$ cat config.mk
export PLATFORM = sky130hd
export DESIGN_NAME = quad_decoder
export DESIGN_NICKNAME = d
export VERILOG_FILES = /design/src/rtl/quad_decoder.sv
export SDC_FILE = /design/constraint.sdc
export NUM_CORES = 1
export LEC_CHECK = 0
export ABC_AREA = 1
export CAP_MARGIN = 0
export CORE_MARGIN = 10
export CORE_UTILIZATION = 44
export DETAILED_ROUTE_END_ITERATION = 12
export GPL_TIMING_DRIVEN = 1
export PLACE_DENSITY = 0.76
export REMOVE_ABC_BUFFERS = 1
export SYNTH_ARGS = -nofsm -noshare
export SYNTH_HDL_FRONTEND = slang
export SYNTH_SLANG_ARGS = --single-unit
export TNS_END_PERCENT = 20
$ cat constraint.sdc
create_clock -name Clock -period 1 [get_ports Clock]
set_input_delay 0.25 -clock Clock [delete_from_list [all_inputs] [get_ports Clock]]
set_output_delay 0.25 -clock Clock [all_outputs]
set_load 0.005 [all_outputs]
$ cat src/rtl/quad_decoder.sv
// Quadrature/index decoder: synchronizes ChA/ChB/Index, decodes steps into counter enable/direction/load pulses.
// Optional glitch filter on the synchronized inputs is compiled in with `define QUAD_FILTER_EN.
module quad_decoder #(
    parameter int FILTER_LEN = 3,
    parameter int DATA_W     = 8
) (
    input  logic              Clock,
    input  logic              Reset,
    input  logic              ChA,
    input  logic              ChB,
    input  logic              Index,
    input  logic              IdxEn,
    input  logic [DATA_W-1:0] Preset,
    input  logic              ErrClr,
    output logic              Enable,
    output logic              UpDn,
    output logic              Load,
    output logic [DATA_W-1:0] Data,
    output logic              Err
);

    // state | meaning
    // S00   | last accepted phase A=0 B=0
    // S01   | last accepted phase A=0 B=1
    // S11   | last accepted phase A=1 B=1
    // S10   | last accepted phase A=1 B=0
    typedef enum logic [1:0] {
        S00 = 2'b00,
        S01 = 2'b01,
        S11 = 2'b11,
        S10 = 2'b10
    } phase_t;

    if (FILTER_LEN < 1) begin : g_bad_filter_len
        $error("FILTER_LEN must be at least 1");
    end

    // Bit 2 = A, bit 1 = B, bit 0 = Index.
    logic [2:0] sync1_q, sync2_q;
    logic [2:0] flt;
    logic       vld1_q, vld2_q, init_q;

    always_ff @(posedge Clock or posedge Reset) begin
        if (Reset) begin
            sync1_q <= '0;
            sync2_q <= '0;
            vld1_q  <= 1'b0;
            vld2_q  <= 1'b0;
            init_q  <= 1'b0;
        end else begin
            sync1_q <= {ChA, ChB, Index};
            sync2_q <= sync1_q;
            vld1_q  <= 1'b1;
            vld2_q  <= vld1_q;
            init_q  <= vld2_q;
        end
    end

`ifdef QUAD_FILTER_EN
    localparam int CW = (FILTER_LEN > 1) ? $clog2(FILTER_LEN) : 1;
    localparam logic [CW-1:0] CNT_RELOAD = CW'(FILTER_LEN - 1);

    logic [2:0]    acc_q;
    logic [CW-1:0] cnt_q [3];

    // Until the first real sample is seen the accepted level follows the synchronizer directly.
    always_comb begin
        flt = acc_q;
        for (int i = 0; i < 3; i++) begin
            if (!init_q || ((sync2_q[i] != acc_q[i]) && (cnt_q[i] == '0)))
                flt[i] = sync2_q[i];
        end
    end

    always_ff @(posedge Clock or posedge Reset) begin
        if (Reset) begin
            acc_q <= '0;
            for (int i = 0; i < 3; i++) cnt_q[i] <= CNT_RELOAD;
        end else begin
            acc_q <= flt;
            for (int i = 0; i < 3; i++) begin
                if (!init_q || (sync2_q[i] == acc_q[i]) || (cnt_q[i] == '0))
                    cnt_q[i] <= CNT_RELOAD;
                else
                    cnt_q[i] <= cnt_q[i] - CW'(1);
            end
        end
    end
`else
    assign flt = sync2_q;
`endif

    phase_t            state_q, state_d;
    logic              step_up, step_dn, illegal, load_ev;
    logic              idx_prev_q;
    logic              enable_q, enable_d, updn_q, updn_d, load_q, load_d, err_q, err_d;
    logic [DATA_W-1:0] data_q, data_d;

    always_ff @(posedge Clock or posedge Reset) begin
        if (Reset) begin
            state_q    <= S00;
            idx_prev_q <= 1'b0;
        end else if (vld2_q) begin
            state_q    <= state_d;
            idx_prev_q <= flt[0];
        end
    end

    always_comb begin
        state_d  = phase_t'(flt[2:1]);
        step_up  = 1'b0;
        step_dn  = 1'b0;
        illegal  = 1'b0;
        if (init_q && (state_d != state_q)) begin
            case (state_q)
                S00: begin
                    step_up = (state_d == S01);
                    step_dn = (state_d == S10);
                    illegal = (state_d == S11);
                end
                S01: begin
                    step_up = (state_d == S11);
                    step_dn = (state_d == S00);
                    illegal = (state_d == S10);
                end
                S11: begin
                    step_up = (state_d == S10);
                    step_dn = (state_d == S01);
                    illegal = (state_d == S00);
                end
                S10: begin
                    step_up = (state_d == S00);
                    step_dn = (state_d == S11);
                    illegal = (state_d == S01);
                end
                default: ;
            endcase
        end

        load_ev  = init_q && IdxEn && flt[0] && !idx_prev_q;

        // An index load swallows a coincident step, direction untouched.
        enable_d = load_ev || step_up || step_dn;
        load_d   = load_ev;
        updn_d   = updn_q;
        if (!load_ev && step_up) updn_d = 1'b1;
        if (!load_ev && step_dn) updn_d = 1'b0;
        data_d   = load_ev ? Preset : data_q;
        err_d    = illegal || (err_q && !ErrClr);
    end

    always_ff @(posedge Clock or posedge Reset) begin
        if (Reset) begin
            enable_q <= 1'b0;
            updn_q   <= 1'b1;
            load_q   <= 1'b0;
            data_q   <= '0;
            err_q    <= 1'b0;
        end else begin
            enable_q <= enable_d;
            updn_q   <= updn_d;
            load_q   <= load_d;
            data_q   <= data_d;
            err_q    <= err_d;
        end
    end

    assign Enable = enable_q;
    assign UpDn   = updn_q;
    assign Load   = load_q;
    assign Data   = data_q;
    assign Err    = err_q;

endmodule

======== Word level (Yosys, flattened, before mapping) ========
Index checks and enable logic that the tools add are counted.
storage, ports and cells
  register bits after elaboration ......... 24
  bits of input ports ..................... 15
  output and inout port bits .............. 12
  word-level logic and storage cells ...... 43
cells by class
  equality and inequality tests ........... 7
  mux-type cells .......................... 8
  reductions and logical operators ........ 16
operators with widths
  operator                                                         number
  1-bit case mux with 4 select lines                               3
  2-bit == test, second input constant                             4
  1-bit logical AND                                                7
  1-bit 2-to-1 mux                                                 5
  2-bit by 1-bit == test with 1-bit output, second input constant  2
  2-bit zero test                                                  2
  1-bit zero test                                                  3
  1-bit logical OR                                                 3
  2-bit inequality test                                            1
  2-bit nonzero test                                               1

======== Longest topological paths before layout ========
Gate-level depths: netlist (run 1).
  depth in word-level cells ............... 7
  mapped depth ............................ 7
  gate-level depth less buffers ........... 7

======== Worst setup path before layout (run 1) ========
OpenSTA, ideal clock, no wires.
  path type ............................... register -> register
  start point ............................. register init_q
  end point ............................... register data_q[0] (netlist: Data[0])
  library setup time ...................... 117 ps
  arrival ................................. 803 ps
  required time ........................... 883 ps
  setup slack ............................. 80 ps
  stages on the path, launching flop included .. 5
  path buffers ............................ 0
  clock period less this slack ............ 920 ps
  cell sequence ........................... dfrtp_1 nand4_1 clkinv_1 nand2_1 nand2_1
on the way
  word-level cells in the longest chain between the ends .. 3
ends and longest elaborated chain
  item                             line  source
  start, declared                  41    logic vld1_q, vld2_q, init_q;
  start signal, assigned           55    init_q <= vld2_q;
  1-bit logical AND (3 in series)  140   load_ev = init_q && IdxEn && flt[0] && !idx_prev_q;
  named net load_d                 96    logic enable_q, enable_d, updn_q, updn_d, load_q, load_d, err_q, err_d;
  end signal, assigned             163   data_q <= data_d;
  end, declared                    97    logic [DATA_W-1:0] data_q, data_d;
The timed path passes the listed nets, and every way through them passes these cells.
A chain may end at the register's enable or synchronous reset.

======== Worst setup path in the final report (run 1) ========
  start point ............................. register updn_q (netlist: UpDn)
  end point ............................... output UpDn
RTL lines
  item                    line  source
  start, declared         96
  start signal, assigned  161   updn_q <= updn_d;
  end, declared           16    output logic UpDn,
No word-level cell between the ends.

==> results.yml, run 1 <==
global_route:
  grt_max_degree: 25
  antenna_found_initial: 0
  grt_overflow: 0
  grt_first_pass_wirelength_mm: 3.04
  grt_pass1_vias: 706
  gr-usage-all-layers: 0.0906
cts:
  cts_num_sinks: 24
  cts_root_buf: "clkbuf_4"
  ctsHtreeMaxLevel: 1
  cts_tree: "yes"
  clk_latency_ns: 0.31
  numCtsBuffers: 3
  clk_pin_slew_ns: 0.13
  clockBufferDepth: 2
route:
  drtIter0Drc: 18
  ant_nets: 0
  avgViaCountPerCell: 4.54
  wl_per_cell_um: 11.9
  drc: 0
  totalWireLength_mm: 1.89
  num_vias: 718
  firstDrtPassIters: 4
yosys:
  synth_edf_count: 0
  yosys.area.top_type: "dfrtp_1"
  synthTopCellsByArea: "dfrtp_1 65%, nand2_1 18%, dfstp_2 3.0%"
  yosysSeqAreaShare: 0.683
  yosysTopAreaCellShare: 0.653
  yosysWarnings: 0
  syn_area_um2: 881
  synth_cell_type_count: 16
  synth_ff_type: "dfrtp_1"
  netlist_instances: 90
  synthTopCellsByCount: "42 x nand2_1, 23 x dfrtp_1, 5 x inv_1"
  ys_ff_latch: 24
  avgSynthCellArea_um2: 9.79
  synth.most_common_cell: "nand2_1"
  synthArstFlopShare: 1.00
sta:
  hold_viol_final: 0
  slew_violations: 0
  rsz0062_at_grt: "yes"
  hold_ws_ns: 0.248
  finalClockSkew_ns: 0.00823
  fin_crit_ns: 1.19
  clock.fmax_mhz: 838
  final.setup.worst_slack_ns: -0.193
  fin_crit_sh: 1.19
  setup_violations: 22
die:
  die_h_um: 64.7
  fp.dieArea_mm2: 0.00419
  die_w_um: 64.7
  num_rows: 16
  core_mm2: 0.00194
  io-pin-count: 27
  start_util: 0.454
final_layout:
  num_antenna_cells: 0
  stdcell_area_mm2: 0.00129
  seq_area_um2: 602
  syn_to_final_growth_pct: 46.6
  fillers: 154
  final_layout_size_suffix_gt1_frac: 0.336
  nets: 147
  multi_input_area_um2: 259
placement:
  pre_cts_slack_ns: -0.377
  dp_hpwl_mm: 1.41
  place.gp.congestion: 0.781
  port-buffer-count: 26
  place_area_mm2: 0.00123
worst_setup_path:
  critical_path.top_delay_family: "flip-flops"
  cp_slowest_stage_delay_ns: 0.56
  crit_chain: "buf_6"
  cp-end-kind: "output pin"
  critPathSlowestCell: "dfstp_2"
  critical_path_required_ns: 0.75
  worstPathArrival_ns: 0.94
  worstSetupPathType: "register to output pin"
  crit_buf_inv: 1
  cp_max_fo: 2
  worstSetupStartpointType: "register"
power:
  p_comb_frac: 0.212
  leakagePower_uw: 0.000677
  p_per_area_mw_per_mm2: 1810
  power_uw: 2340
  sw_frac_of_total: 0.233
  irDropWorstVdd_mv: 1.14
  netSwitchingPower_uw: 545
  p_int_uw: 1790
  clkPwrFrac: 0.291
  pwr-share-seq: 0.497
min_path:
  hp-class: "input port to async pin"
flow_run:
  drv_cap: 0
outcome:
  status: "finished, violations left"
  violations: "setup timing"
cell usage in the layout, fill, tap and decap left out, drive strengths merged, types with 2 or more instances in the layout:
cell type,synthesis,routed
buf,1,19
inv,7,7
clkdlybuf4s50,0,14
nand4,2,2
dfrtp,23,23
nand3,3,3
clkbuf,0,8
o21ai,3,3
nand2,44,44
power by group through the flow:
stage               combinational [uW]  clock, uW  sequential [uW]
detailed placement                 490          0             1180
floorplan                          147          0             1180
global route                       550        751             1180
global placement                   481          0             1170
CTS                                471        692             1160
finish                             495        681             1160
per-stage QoR:
step | instances | util | TNS [ns]
after floorplan | 89 | - | -1.35
after global placement | 149 | 0.636 | -4.32
after detailed placement | 149 | 0.636 | -4.78
after CTS | 156 | 0.664 | -1.84
after global routing | 158 | 0.665 | -2.65
final | 158 | 0.665 | -1.27
final timing paths:
check,startpoint,to,slack (ns),cells after the start
max reg2reg,idx_prev_q,Data[2],-0.06,5
min in group Clock,ChA,sync1_q[2],0.36,1
min,Reset,vld1_q,0.25,3
max,UpDn,UpDn,-0.19,1
min reg2reg,vld1_q,vld2_q,0.36,0
max in group asynchronous,Reset,UpDn,0.52,3
layout make-up:
| class | count | area share |
|---|---|---|
| clock buffer | 3 | 0.0174 |
| inverter | 8 | 0.0242 |
| timing repair buffer | 38 | 0.242 |
| sequential | 24 | 0.466 |
| tap | 27 | 0.0262 |
| multi-input combinational | 57 | 0.201 |
| clock inverter | 1 | 0.0233 |
sequential cells by signal (all words and copies together), names as in the netlist:
signal      count
vld1_q          1
Err             1
sync1_q         3
idx_prev_q      1
init_q          1
UpDn            1
Data            8
state_q         2
Load            1
flt             3
vld2_q          1
Enable          1
per-layer routing:
metal  global-route usage  vias to the layer above  wire [um]
met5                    0                        -          0
met1               0.0992                      339        808
met2                0.153                       19        940
met4               0.0401                        0         14
li1                     -                      358          -
met3               0.0344                        2        123
repair_timing:
item / in CTS / in global routing
hold buffers: 0 / 0
pin swaps: 2 / 1
gates resized for setup: 43 / 12
setup buffers: 3 / 2
setup endpoints to repair: 22 / 22
kinds of logic (layout without fill, tap and decap cells):
family          after synthesis  count (layout)  synth area share
simple gates                 51              51             0.236
flops                        24              24             0.683
buf+inv                       9              50            0.0398
compound gates                5               5            0.0369
other cells                   1               1           0.00426
Power figures use the tool's default switching activity.
==> inputs of run 2 (changes only) <==
--- a/config.mk
+++ b/config.mk
@@ -10,6 +10,7 @@
 export CORE_MARGIN = 10
 export CORE_UTILIZATION = 44
 export DETAILED_ROUTE_END_ITERATION = 12
+export GPL_ROUTABILITY_DRIVEN = 0
 export GPL_TIMING_DRIVEN = 1
 export PLACE_DENSITY = 0.76
 export REMOVE_ABC_BUFFERS = 1
==> constraint.sdc (replaced) <==
create_clock -name Clock -period 1.1 [get_ports Clock]
set_input_delay 0.275 -clock Clock [delete_from_list [all_inputs] [get_ports Clock]]
set_output_delay 0.275 -clock Clock [all_outputs]
set_load 0.005 [all_outputs]
==> run 2 against run 1 <==
The run still ends with setup timing left. Clock skew fell by 0.0012 ns. Die area did not move. Non-clock buffer count fell by 4. Clock power fell by 35%. Hold slack improved by 0.024 ns. Register-to-register slack improved by 0.10 ns. Cell count fell by 2.5%. Via count fell by 3.9%. Global-route usage fell by 0.24 points. Routed wire length fell by 1.7%.
==> results.yml, run 2 (same netlist as run 1, synthesis figures left out) <==
outcome:
  status: "finished, violations left"
  violations: "setup timing"
final_layout:
  final_cell_mix: "40 x nand2_1, 23 x dfrtp_1, 14 x clkdlybuf4s50_1, 8 x buf_2, 6 x buf_4"
  num_antenna_cells: 0
  nets: 143
  syn_to_final_growth_pct: 40.5
  final_layout_size_suffix_gt1_frac: 0.276
  largest_reg_flops: 8
  finalNonFillerCells: 154
  final_util: 0.637
  fillers: 174
  stdcell_area_mm2: 0.00124
  final_common_cell: "nand2_1"
worst_setup_path:
  critPathSlowestCell: "dfstp_2"
  cp_slowest_stage_delay_ns: 0.56
  critical_path.top_delay_family: "flip-flops"
  worstSetupPathType: "register to output pin"
  critical_path_required_ns: 0.82
  r2r_cells: 4
  reg2reg_slack_ns: 0.04
  crit_buf_inv: 1
  cp-end-kind: "output pin"
  worstSetupStartpointType: "register"
  cp_max_fo: 2
  r2r-start: "init_q"
  r2r-end: "Data[1]"
  crit_chain: "buf_6"
  worstPathArrival_ns: 0.95
global_route:
  antenna_found_initial: 0
  grt_first_pass_wirelength_mm: 2.97
  grt_max_degree: 25
  gr-usage-all-layers: 0.0881
  grt_pass1_vias: 704
  grt_overflow: 0
cts:
  hold_buffers: 0
  numCtsBuffers: 3
  cts_num_sinks: 24
  clk_latency_ns: 0.30
  clockBufferDepth: 2
  clk_pin_slew_ns: 0.13
  cts_root_buf: "clkbuf_4"
  cts_tree: "yes"
  ctsHtreeMaxLevel: 1
die:
  core_mm2: 0.00194
  io-pin-count: 27
  die_h_um: 64.7
  num_rows: 16
  start_util: 0.454
  fp.dieArea_mm2: 0.00419
  die_w_um: 64.7
power:
  clkPwrFrac: 0.234
  p_int_uw: 1420
  sw_frac_of_total: 0.252
  pwr-share-seq: 0.555
  p_comb_frac: 0.211
  p_per_area_mw_per_mm2: 1540
  leakagePower_uw: 0.000651
  irDropWorstVdd_mv: 1.07
  netSwitchingPower_uw: 479
sta:
  hold_viol_final: 0
  slew_violations: 0
  rsz0062_at_grt: "yes"
  final.setup.worst_slack_ns: -0.126
  tns_ns: -0.184
  fin_crit_ns: 1.23
  finalClockSkew_ns: 0.00705
  fin_crit_sh: 1.11
  setup_violations: 6
  clock.fmax_mhz: 816
placement:
  place_area_mm2: 0.00123
  dp_cells: 148
  dp_hpwl_mm: 1.43
  port-buffer-count: 26
route:
  drc: 0
  firstDrtPassIters: 4
  drtIter0Drc: 8
  ant_nets: 0
  wl_per_cell_um: 12.0
  num_vias: 690
  avgViaCountPerCell: 4.48
  totalWireLength_mm: 1.85
flow_run:
  drv_cap: 0
min_path:
  hp-class: "input port to async pin"
## run 2: timing repair
item / in CTS / in global routing
gates resized for setup: 44 / 8
setup endpoints to repair: 20 / 21
setup buffers: 1 / 1
pin swaps: 0 / 5
## run 2: power groups by stage
stage	Sequential [uW]	Clock, uW	Combinational [uW]
finish	1060	445	403
global route	1070	493	447
CTS	1060	459	404
detailed placement	1070	0	447
global placement	1070	0	434
floorplan	1070	0	134
## run 2: area by class of cell
| type | count | area (um^2) | area share |
|---|---|---|---|
| multi-input cells | 57 | 251 | 0.203 |
| flip-flops and latches | 24 | 602 | 0.486 |
| clock buffers | 4 | 36.3 | 0.0293 |
| inverters | 8 | 31.3 | 0.0253 |
| well taps | 27 | 33.8 | 0.0273 |
| repair buffers | 34 | 283 | 0.229 |
## run 2: how the worst max path moves through the flow
stage                      start       to  slack [ns]  depth (start not counted)
final                       UpDn     UpDn       -0.13                          1
after global routing        UpDn     UpDn       -0.16                          1
after CTS                   UpDn     UpDn       -0.14                          1
after detailed placement   IdxEn  Data[1]       -0.32                          5
after global placement     IdxEn  Data[1]       -0.25                          5
after floorplan           init_q  Data[0]       -0.06                          4
## run 2: metal layers
| metal | part of all wire | global-route usage |
|---|---|---|
| met1 | 0.41 | 0.0860 |
| met5 | 0 | 0 |
| met3 | 0.077 | 0.0361 |
| met2 | 0.51 | 0.159 |
| met4 | 0.0076 | 0.0401 |
## run 2: through the flow
stage               power (uW)  hold WS, ns  setup WS (ns)
finish                    1900        0.273         -0.126
global route              2010        0.287         -0.161
CTS                       1920        0.274         -0.139
detailed placement        1520        0.335         -0.323
global placement          1500        0.331         -0.250
floorplan                 1210        0.289        -0.0551
